**config.mk**
```make
export PLATFORM = sky130hd
export DESIGN_NAME = adc_sample_packer
export DESIGN_NICKNAME = d
export VERILOG_FILES = /design/src/rtl/adc_pkg.sv /design/src/rtl/adc_ramp_gen.sv /design/src/rtl/adc_sample_packer.sv
export SDC_FILE = /design/constraint.sdc
export NUM_CORES = 1
export LEC_CHECK = 0
export ABC_CLOCK_PERIOD_IN_PS = 4400
export BUFFER_PORTS_ARGS = -buffer_cell sky130_fd_sc_hd__buf_4
export CAP_MARGIN = 5
export CORE_MARGIN = 1.5
export CORE_UTILIZATION = 40
export DETAILED_ROUTE_END_ITERATION = 8
export PLACE_DENSITY_LB_ADDON = 0.1
export SLEW_MARGIN = 20
export SYNTH_ARGS = -nofsm -noshare
export SYNTH_HDL_FRONTEND = slang
export SYNTH_SLANG_ARGS = --single-unit
```
**constraint.sdc**
```tcl
create_clock -name i_62clk -period 4.4 [get_ports i_62clk]
set_input_delay 1.1 -clock i_62clk [delete_from_list [all_inputs] [get_ports i_62clk]]
set_output_delay 1.1 -clock i_62clk [all_outputs]
set_load 0.02 [all_outputs]
```
**src/rtl/adc_pkg.sv**
```systemverilog
// Shared definitions for the ADC sample packer.
//   - state_e    : packer FSM states (StIdle, StFill)
//   - Def*       : default geometry (14-bit samples, 16-bit lanes, 4 lanes)
//   - lane_fill(): widens one sample into its lane slot (sign-extend or zero-pad)
package adc_pkg;

  typedef enum logic [0:0] {
    StIdle = 1'b0,
    StFill = 1'b1
  } state_e;

  localparam int unsigned DefSampleW = 14;
  localparam int unsigned DefLaneW   = 16;
  localparam int unsigned DefLanes   = 4;

  // Widest lane lane_fill() can produce; callers slice the low LANE_W bits.
  localparam int unsigned MaxLaneW = 64;

  // Bits at or above sample_w become copies of the sample MSB when sign_ext is
  // set, zeros otherwise. The sample arrives zero-extended to MaxLaneW.
  function automatic logic [MaxLaneW-1:0] lane_fill(input logic [MaxLaneW-1:0] sample,
                                                    input int unsigned         sample_w,
                                                    input logic                sign_ext);
    logic [MaxLaneW-1:0] keep_mask;
    logic                msb;
    keep_mask = ~({MaxLaneW{1'b1}} << sample_w);
    msb       = sign_ext & (|(sample & (MaxLaneW'(1) << (sample_w - 1))));
    return (sample & keep_mask) | ({MaxLaneW{msb}} & ~keep_mask);
  endfunction

endpackage

```
**src/rtl/adc_ramp_gen.sv**
```systemverilog
// Free-running test ramp for the ADC sample packer.
// Ports:
//   clk     - sample clock (rising edge)
//   nreset  - asynchronous active-low reset; ramp returns to 0
//   advance - step the ramp by one this cycle
//   ramp    - current SAMPLE_W-bit ramp value, wraps 2^SAMPLE_W-1 -> 0
module adc_ramp_gen
  import adc_pkg::*;
#(
  parameter int unsigned SAMPLE_W = DefSampleW
) (
  input  logic                clk,
  input  logic                nreset,
  input  logic                advance,
  output logic [SAMPLE_W-1:0] ramp
);

  logic [SAMPLE_W-1:0] ramp_q, ramp_d;

  always_comb begin
    ramp_d = ramp_q;
    if (advance) begin
      ramp_d = ramp_q + SAMPLE_W'(1);
    end
  end

  always_ff @(posedge clk or negedge nreset) begin
    if (!nreset) begin
      ramp_q <= '0;
    end else begin
      ramp_q <= ramp_d;
    end
  end

  assign ramp = ramp_q;

endmodule

```
**src/rtl/adc_sample_packer.sv**
```systemverilog
// ADC capture front-end: packs LANES consecutive SAMPLE_W-bit samples into one
// LANE_W-per-lane output word (first sample in lane 0) and offers it on a
// valid/ready handshake. Completed words that cannot be handed over because a
// word is still held are dropped and counted (saturating).
//
// Optional build macro ADC_PACK_TESTGEN_EN: adds an internal ramp source that
// replaces i_sample/i_sample_valid while i_testgen_sel=1.
//
// Ports:
//   i_62clk         sample clock, rising edge
//   i_nreset        asynchronous active-low reset
//   i_enable        capture enable; low discards the partial word, FSM to IDLE
//   i_sign_ext      1: sign-extend each sample into its lane, 0: zero-pad
//   i_sample        ADC sample
//   i_sample_valid  i_sample valid this cycle
//   i_testgen_sel   pick the internal ramp (only with ADC_PACK_TESTGEN_EN)
//   i_ready         downstream takes o_data this cycle
//   i_cnt_clr       synchronous clear of o_overflow_cnt
//   o_data          packed word
//   o_valid         o_data holds an unconsumed word
//   o_overflow_cnt  completed words dropped, saturating
//   o_busy          FSM is in FILL
module adc_sample_packer
  import adc_pkg::*;
#(
  parameter int unsigned SAMPLE_W = DefSampleW,
  parameter int unsigned LANE_W   = DefLaneW,
  parameter int unsigned LANES    = DefLanes,
  parameter int unsigned CNT_W    = 16,
  localparam int unsigned OUT_W   = LANE_W * LANES
) (
  input  logic                i_62clk,
  input  logic                i_nreset,
  input  logic                i_enable,
  input  logic                i_sign_ext,
  input  logic [SAMPLE_W-1:0] i_sample,
  input  logic                i_sample_valid,
  input  logic                i_testgen_sel,
  input  logic                i_ready,
  input  logic                i_cnt_clr,
  output logic [OUT_W-1:0]    o_data,
  output logic                o_valid,
  output logic [CNT_W-1:0]    o_overflow_cnt,
  output logic                o_busy
);

  localparam int unsigned     IdxW    = $clog2(LANES);
  localparam logic [IdxW-1:0] LastIdx = IdxW'(LANES - 1);
  localparam logic [CNT_W-1:0] CntMax = {CNT_W{1'b1}};

  state_e              state_q, state_d;
  logic [IdxW-1:0]     lane_idx_q, lane_idx_d;
  logic [OUT_W-1:0]    pack_q, pack_d;
  logic [OUT_W-1:0]    data_q, data_d;
  logic                valid_q, valid_d;
  logic [CNT_W-1:0]    cnt_q, cnt_d;

  logic [SAMPLE_W-1:0] src_sample;
  logic                src_valid;
  logic                accept;
  logic                word_done;
  logic                xfer;
  logic                load;
  logic                drop;
  logic [MaxLaneW-1:0] fill_wide;
  logic [LANE_W-1:0]   lane_val;

  // Sample source selection
`ifdef ADC_PACK_TESTGEN_EN
  logic [SAMPLE_W-1:0] ramp;

  // Ramp only steps on samples it actually supplied.
  adc_ramp_gen #(
    .SAMPLE_W (SAMPLE_W)
  ) u_ramp_gen (
    .clk     (i_62clk),
    .nreset  (i_nreset),
    .advance (accept & i_testgen_sel),
    .ramp    (ramp)
  );

  assign src_sample = i_testgen_sel ? ramp : i_sample;
  assign src_valid  = i_testgen_sel ? 1'b1 : i_sample_valid;
`else
  logic unused_testgen_sel;
  assign unused_testgen_sel = i_testgen_sel;

  assign src_sample = i_sample;
  assign src_valid  = i_sample_valid;
`endif

  // Lane widening
  assign fill_wide = lane_fill(MaxLaneW'(src_sample), SAMPLE_W, i_sign_ext);
  assign lane_val  = fill_wide[LANE_W-1:0];

  if (LANE_W < MaxLaneW) begin : g_fill_hi
    logic unused_fill_hi;
    assign unused_fill_hi = ^fill_wide[MaxLaneW-1:LANE_W];
  end

  // Handshake / completion decode
  assign accept    = (state_q == StFill) && i_enable && src_valid;
  assign word_done = accept && (lane_idx_q == LastIdx);
  assign xfer      = valid_q && i_ready;
  // A finished word may load if the output slot is empty or empties this cycle.
  assign load      = word_done && (!valid_q || i_ready);
  assign drop      = word_done && valid_q && !i_ready;

  // Next-state logic
  always_comb begin
    state_d    = state_q;
    lane_idx_d = lane_idx_q;
    pack_d     = pack_q;
    data_d     = data_q;
    valid_d    = valid_q;
    cnt_d      = cnt_q;

    unique case (state_q)
      StIdle: begin
        if (i_enable) begin
          state_d = StFill;
        end
      end
      StFill: begin
        if (!i_enable) begin
          state_d    = StIdle;
          lane_idx_d = '0;
          pack_d     = '0;
        end else if (accept) begin
          pack_d[lane_idx_q*LANE_W +: LANE_W] = lane_val;
          lane_idx_d = (lane_idx_q == LastIdx) ? '0 : lane_idx_q + IdxW'(1);
        end
      end
      default: begin
        state_d = StIdle;
      end
    endcase

    // pack_d already holds the final lane, so it is the complete word.
    if (load) begin
      data_d  = pack_d;
      valid_d = 1'b1;
    end else if (xfer) begin
      valid_d = 1'b0;
    end

    // Clear wins over a coincident increment.
    if (i_cnt_clr) begin
      cnt_d = '0;
    end else if (drop && (cnt_q != CntMax)) begin
      cnt_d = cnt_q + CNT_W'(1);
    end
  end

  // State registers
  always_ff @(posedge i_62clk or negedge i_nreset) begin
    if (!i_nreset) begin
      state_q    <= StIdle;
      lane_idx_q <= '0;
      pack_q     <= '0;
      data_q     <= '0;
      valid_q    <= 1'b0;
      cnt_q      <= '0;
    end else begin
      state_q    <= state_d;
      lane_idx_q <= lane_idx_d;
      pack_q     <= pack_d;
      data_q     <= data_d;
      valid_q    <= valid_d;
      cnt_q      <= cnt_d;
    end
  end

  assign o_data         = data_q;
  assign o_valid        = valid_q;
  assign o_overflow_cnt = cnt_q;
  assign o_busy         = (state_q == StFill);

endmodule

```
==> out/summary.md <==
### Final layout
• 558 — number of nets in the layout
• 726 — Final Instance Count excl. Fillers
• 0 — antenna diode count
• 1279 — filler cell count in the final layout
• sky130_fd_sc_hd__dfrtp_1 — commonest non-fill, non-tap cell in the layout
• 26.7% — synthesis-to-layout area growth
• 0.402 — share of cells above drive strength 1
• 147 x sky130_fd_sc_hd__dfrtp_1, 104 x sky130_fd_sc_hd__buf_4, 64 x sky130_fd_sc_hd__mux2_2 — top library cells by usage in the layout, fill and taps aside

### Logic synthesis
• sky130_fd_sc_hd__dfrtp_1 — area leader, netlist
• 427 — number of instances in the synthesized netlist
• 455 — net count after synthesis
• 147 — count of state elements after synthesis
• 13.8 sq um — synthesized area per cell
• 1.00 — Async S/R FF share, synth
• sky130_fd_sc_hd__dfrtp_1 — prevailing post-synth register cell
• sky130_fd_sc_hd__dfrtp_1 63%, sky130_fd_sc_hd__mux2_2 12%, sky130_fd_sc_hd__a22o_1 8.1%, sky130_fd_sc_hd__ha_1 1.3%, sky130_fd_sc_hd__or4_1 1.2% — biggest area contributors in the synthesized netlist
• 0.626 — area share of the leading cell type in the synthesized netlist
• 0.00587 sq mm — total standard cell area after synthesis
• 0 — number of enable flip-flop cells after synthesis
• 0 — count of warnings emitted by yosys
• 39 — Synth cell types
• 0.626 — sequential-to-total area share from yosys stat

### Setup path
• 860 ps — stage delay of the slowest cell on the critical path
• 6 — number of logic stages on the critical path including buffering
• sky130_fd_sc_hd__nor3_2 — highest-delay cell along the critical path
• flop — category of the worst setup path launch point
• 13 — largest fanout on the critical path
• 3170 ps — arrival time at the worst endpoint
• 1580 ps — worst setup slack for register-to-register paths
• flop to flop — crit path kind
• 4750 ps — Required @ worst endpoint
• 6 — number of cells on the worst reg-to-reg path
• flop — nature of the critical path endpoint
• o_data[25] — capturing instance or port of the critical path
• simple AND/OR/NAND/NOR gates — cell class contributing the biggest share of worst-path delay
• inv_1 -> ha_1 -> or3b_2 -> nor3_2 -> a22o_1 -> mux2_2 — worst path cell trace
• lane_idx_q[0] — critical register-to-register path startpoint
• 1 — Crit path buffers/inverters
• lane_idx_q[0] — launch point of the worst path
• o_data[25] — RR Endpoint

### Timing
• 0 — count of endpoints failing hold in the final timing report
• 8.60 ps — clock tree skew after final layout
• 0 — Final Setup Violations
• no — unrepaired setup endpoints after global routing
• 0 ps — post-route setup TNS
• 0.641 — fin crit share
• 355 MHz — maximum frequency from static timing analysis
• 2820 ps — post-layout minimum cycle time
• 0 — number of pins exceeding their max-slew limit in the final report
• 0.286 — tightest slew margin relative to the limit
• 1070 ps — actual slew at the worst max-slew pin

### Floorplan
• 44 — num rows
• 124 um — Die Height
• 104 — Boundary Pins
• 0.407 — initial core utilization
• 0.0154 sq mm — Die Footprint
• 124 um — width of the die
• 0.0144 sq mm — Core Footprint

### Clocking
• 420 ps — clk_lat worst skew
• sky130_fd_sc_hd__clkbuf_16 — Root Driver
• 0 — post-CTS sizing
• 2 — maximum clock path buffer count
• yes — TritonCTS clock tree
• 0 — number of setup buffers added after CTS
• 60 ps — CTS clock-pin slew for the worst setup and hold paths
• 0 — hold bufs inserted after CTS
• 4 — deepest level of the CTS H-tree
• 17 — TritonCTS Buffers
• 147 — number of clock sinks

### Routing
• 3939 — Vias
• 150 — Iter 0 DRT Violations
• 5.43 — number of vias per cell after detailed routing
• 0 — post-detailed-route DRC marker count
• 0 — post-detailed-route count of antenna-violating nets
• 13.4 mm — wire length reported by the detailed router
• 18.4 um — final routed wire length divided by cell count
• 4 — router iterations before antenna repair

### Power and ir drop
• 0.241 mV — IR drop worst, VDD
• 3.02 mW — Tot Pwr
• 406 mW/mm^2 — power density of the placed cells
• 2.31 mW — internal power of the cells
• 0.465 — Clk pwr share
• 0.234 — switching part of the total power
• 0.070 — combinational power share
• 3.72 nW — static leakage
• 0.465 — Reg power frac
• 707 uW — Switching Power

### GRT
• 3903 — via count of the first global-routing pass
• 0 — initial antenna violation count
• 0.184 — total track usage
• 0 — global route overflow
• 21.1 mm — global-route wire length before repair
• 90 — pin count of the biggest net entering global routing

### Place
• 102 — Port Buf Inserts
• 8.63 mm — HPWL reported at the end of detailed placement
• 695 — placed cells
• 0.785 — GPL Wtd Cong

### Job
• 0 — max-cap violation count

### Worst hold path
• flop to flop — class of the tightest hold or removal check

### Outcome
• finished clean — run status

Yosys cell counts, types with 2 or more instances:
cell / number
sky130_fd_sc_hd__dfrtp_1: 147
sky130_fd_sc_hd__mux2_2: 64
sky130_fd_sc_hd__a22o_1: 54
sky130_fd_sc_hd__clkbuf_1: 13
sky130_fd_sc_hd__a21oi_1: 12
sky130_fd_sc_hd__nand2_1: 12
sky130_fd_sc_hd__buf_2: 9
sky130_fd_sc_hd__or4_1: 9
sky130_fd_sc_hd__a21o_1: 8
sky130_fd_sc_hd__nor2_1: 8
sky130_fd_sc_hd__nor3_1: 8
sky130_fd_sc_hd__o21ai_0: 8
sky130_fd_sc_hd__o31ai_1: 8
sky130_fd_sc_hd__nand3_1: 7
sky130_fd_sc_hd__ha_1: 6
sky130_fd_sc_hd__inv_1: 6
sky130_fd_sc_hd__nand4_1: 6
sky130_fd_sc_hd__nor2b_1: 5
sky130_fd_sc_hd__a21bo_2: 4
sky130_fd_sc_hd__nor4_1: 3
sky130_fd_sc_hd__nor4b_1: 3
sky130_fd_sc_hd__or2_2: 3
sky130_fd_sc_hd__or3_1: 3
sky130_fd_sc_hd__or3b_2: 3
sky130_fd_sc_hd__and3_1: 2
sky130_fd_sc_hd__nand4b_1: 2
sky130_fd_sc_hd__o21a_1: 2
layer usage:
metal | vias up | share of wire | global-route usage
met4 | 0 | 0.021 | 0.0753
met5 | - | 0 | 0
li1 | 1815 | - | -
met2 | 114 | 0.46 | 0.285
met1 | 1988 | 0.45 | 0.244
met3 | 22 | 0.064 | 0.0513
area by class of cell:
cell class,count,area (sq um),share of cell area
Sequential cell,147,3680,0.494
Multi-Input combinational cell,251,2100,0.283
Timing Repair Buffer,107,832,0.112
Clock buffer,20,447,0.0600
Tap cell,184,230,0.0309
Clock inverter,11,129,0.0173
Inverter,6,22.5,0.00303
registers in the layout, indices dropped and copies added (netlist names):
name,flops
lane_idx_q,2
o_busy,1
o_data,64
o_overflow_cnt,16
o_valid,1
pack_q,63
metrics by stage:
stage	instance area, sq um	hold slack, ps	util	worst slack [ps]
floorplan	5870	441	-	1840
global placement	6870	452	0.476	1390
detailed placement	6870	459	0.476	1350
CTS	7440	473	0.516	1520
global route	7440	489	0.516	1310
finish	7440	470	0.516	1580
power groups by stage:
| stage | logic, mW | registers, mW | clock network (mW) |
|---|---|---|---|
| after CTS | 0.214 | 1.41 | 1.45 |
| final | 0.211 | 1.41 | 1.41 |
| after floorplan | 0.0814 | 1.45 | 0 |
| after global routing | 0.232 | 1.41 | 1.51 |
| after global placement | 0.209 | 1.43 | 0 |
| after detailed placement | 0.214 | 1.43 | 0 |
worst min path at each step:
stage,start,end,slack (ps),cells past startpoint
global placement,pack_q[15],pack_q[15],450,1
global route,pack_q[47],pack_q[47],490,1
finish,pack_q[29],pack_q[29],470,1
detailed placement,pack_q[61],pack_q[61],460,2
CTS,pack_q[29],pack_q[29],470,1
floorplan,pack_q[29],pack_q[29],440,1
kinds of logic after synthesis:
family / Yosys count / share of synthesized area
adders and majority gates: 6 / 0.0128
buffers and inverters: 29 / 0.0204
muxes: 65 / 0.125
DFF: 147 / 0.626
AOI/OAI and AO/OA: 99 / 0.132
and+or+nand+nor: 81 / 0.0841
No activity file was read; power rests on OpenSTA's default activity.
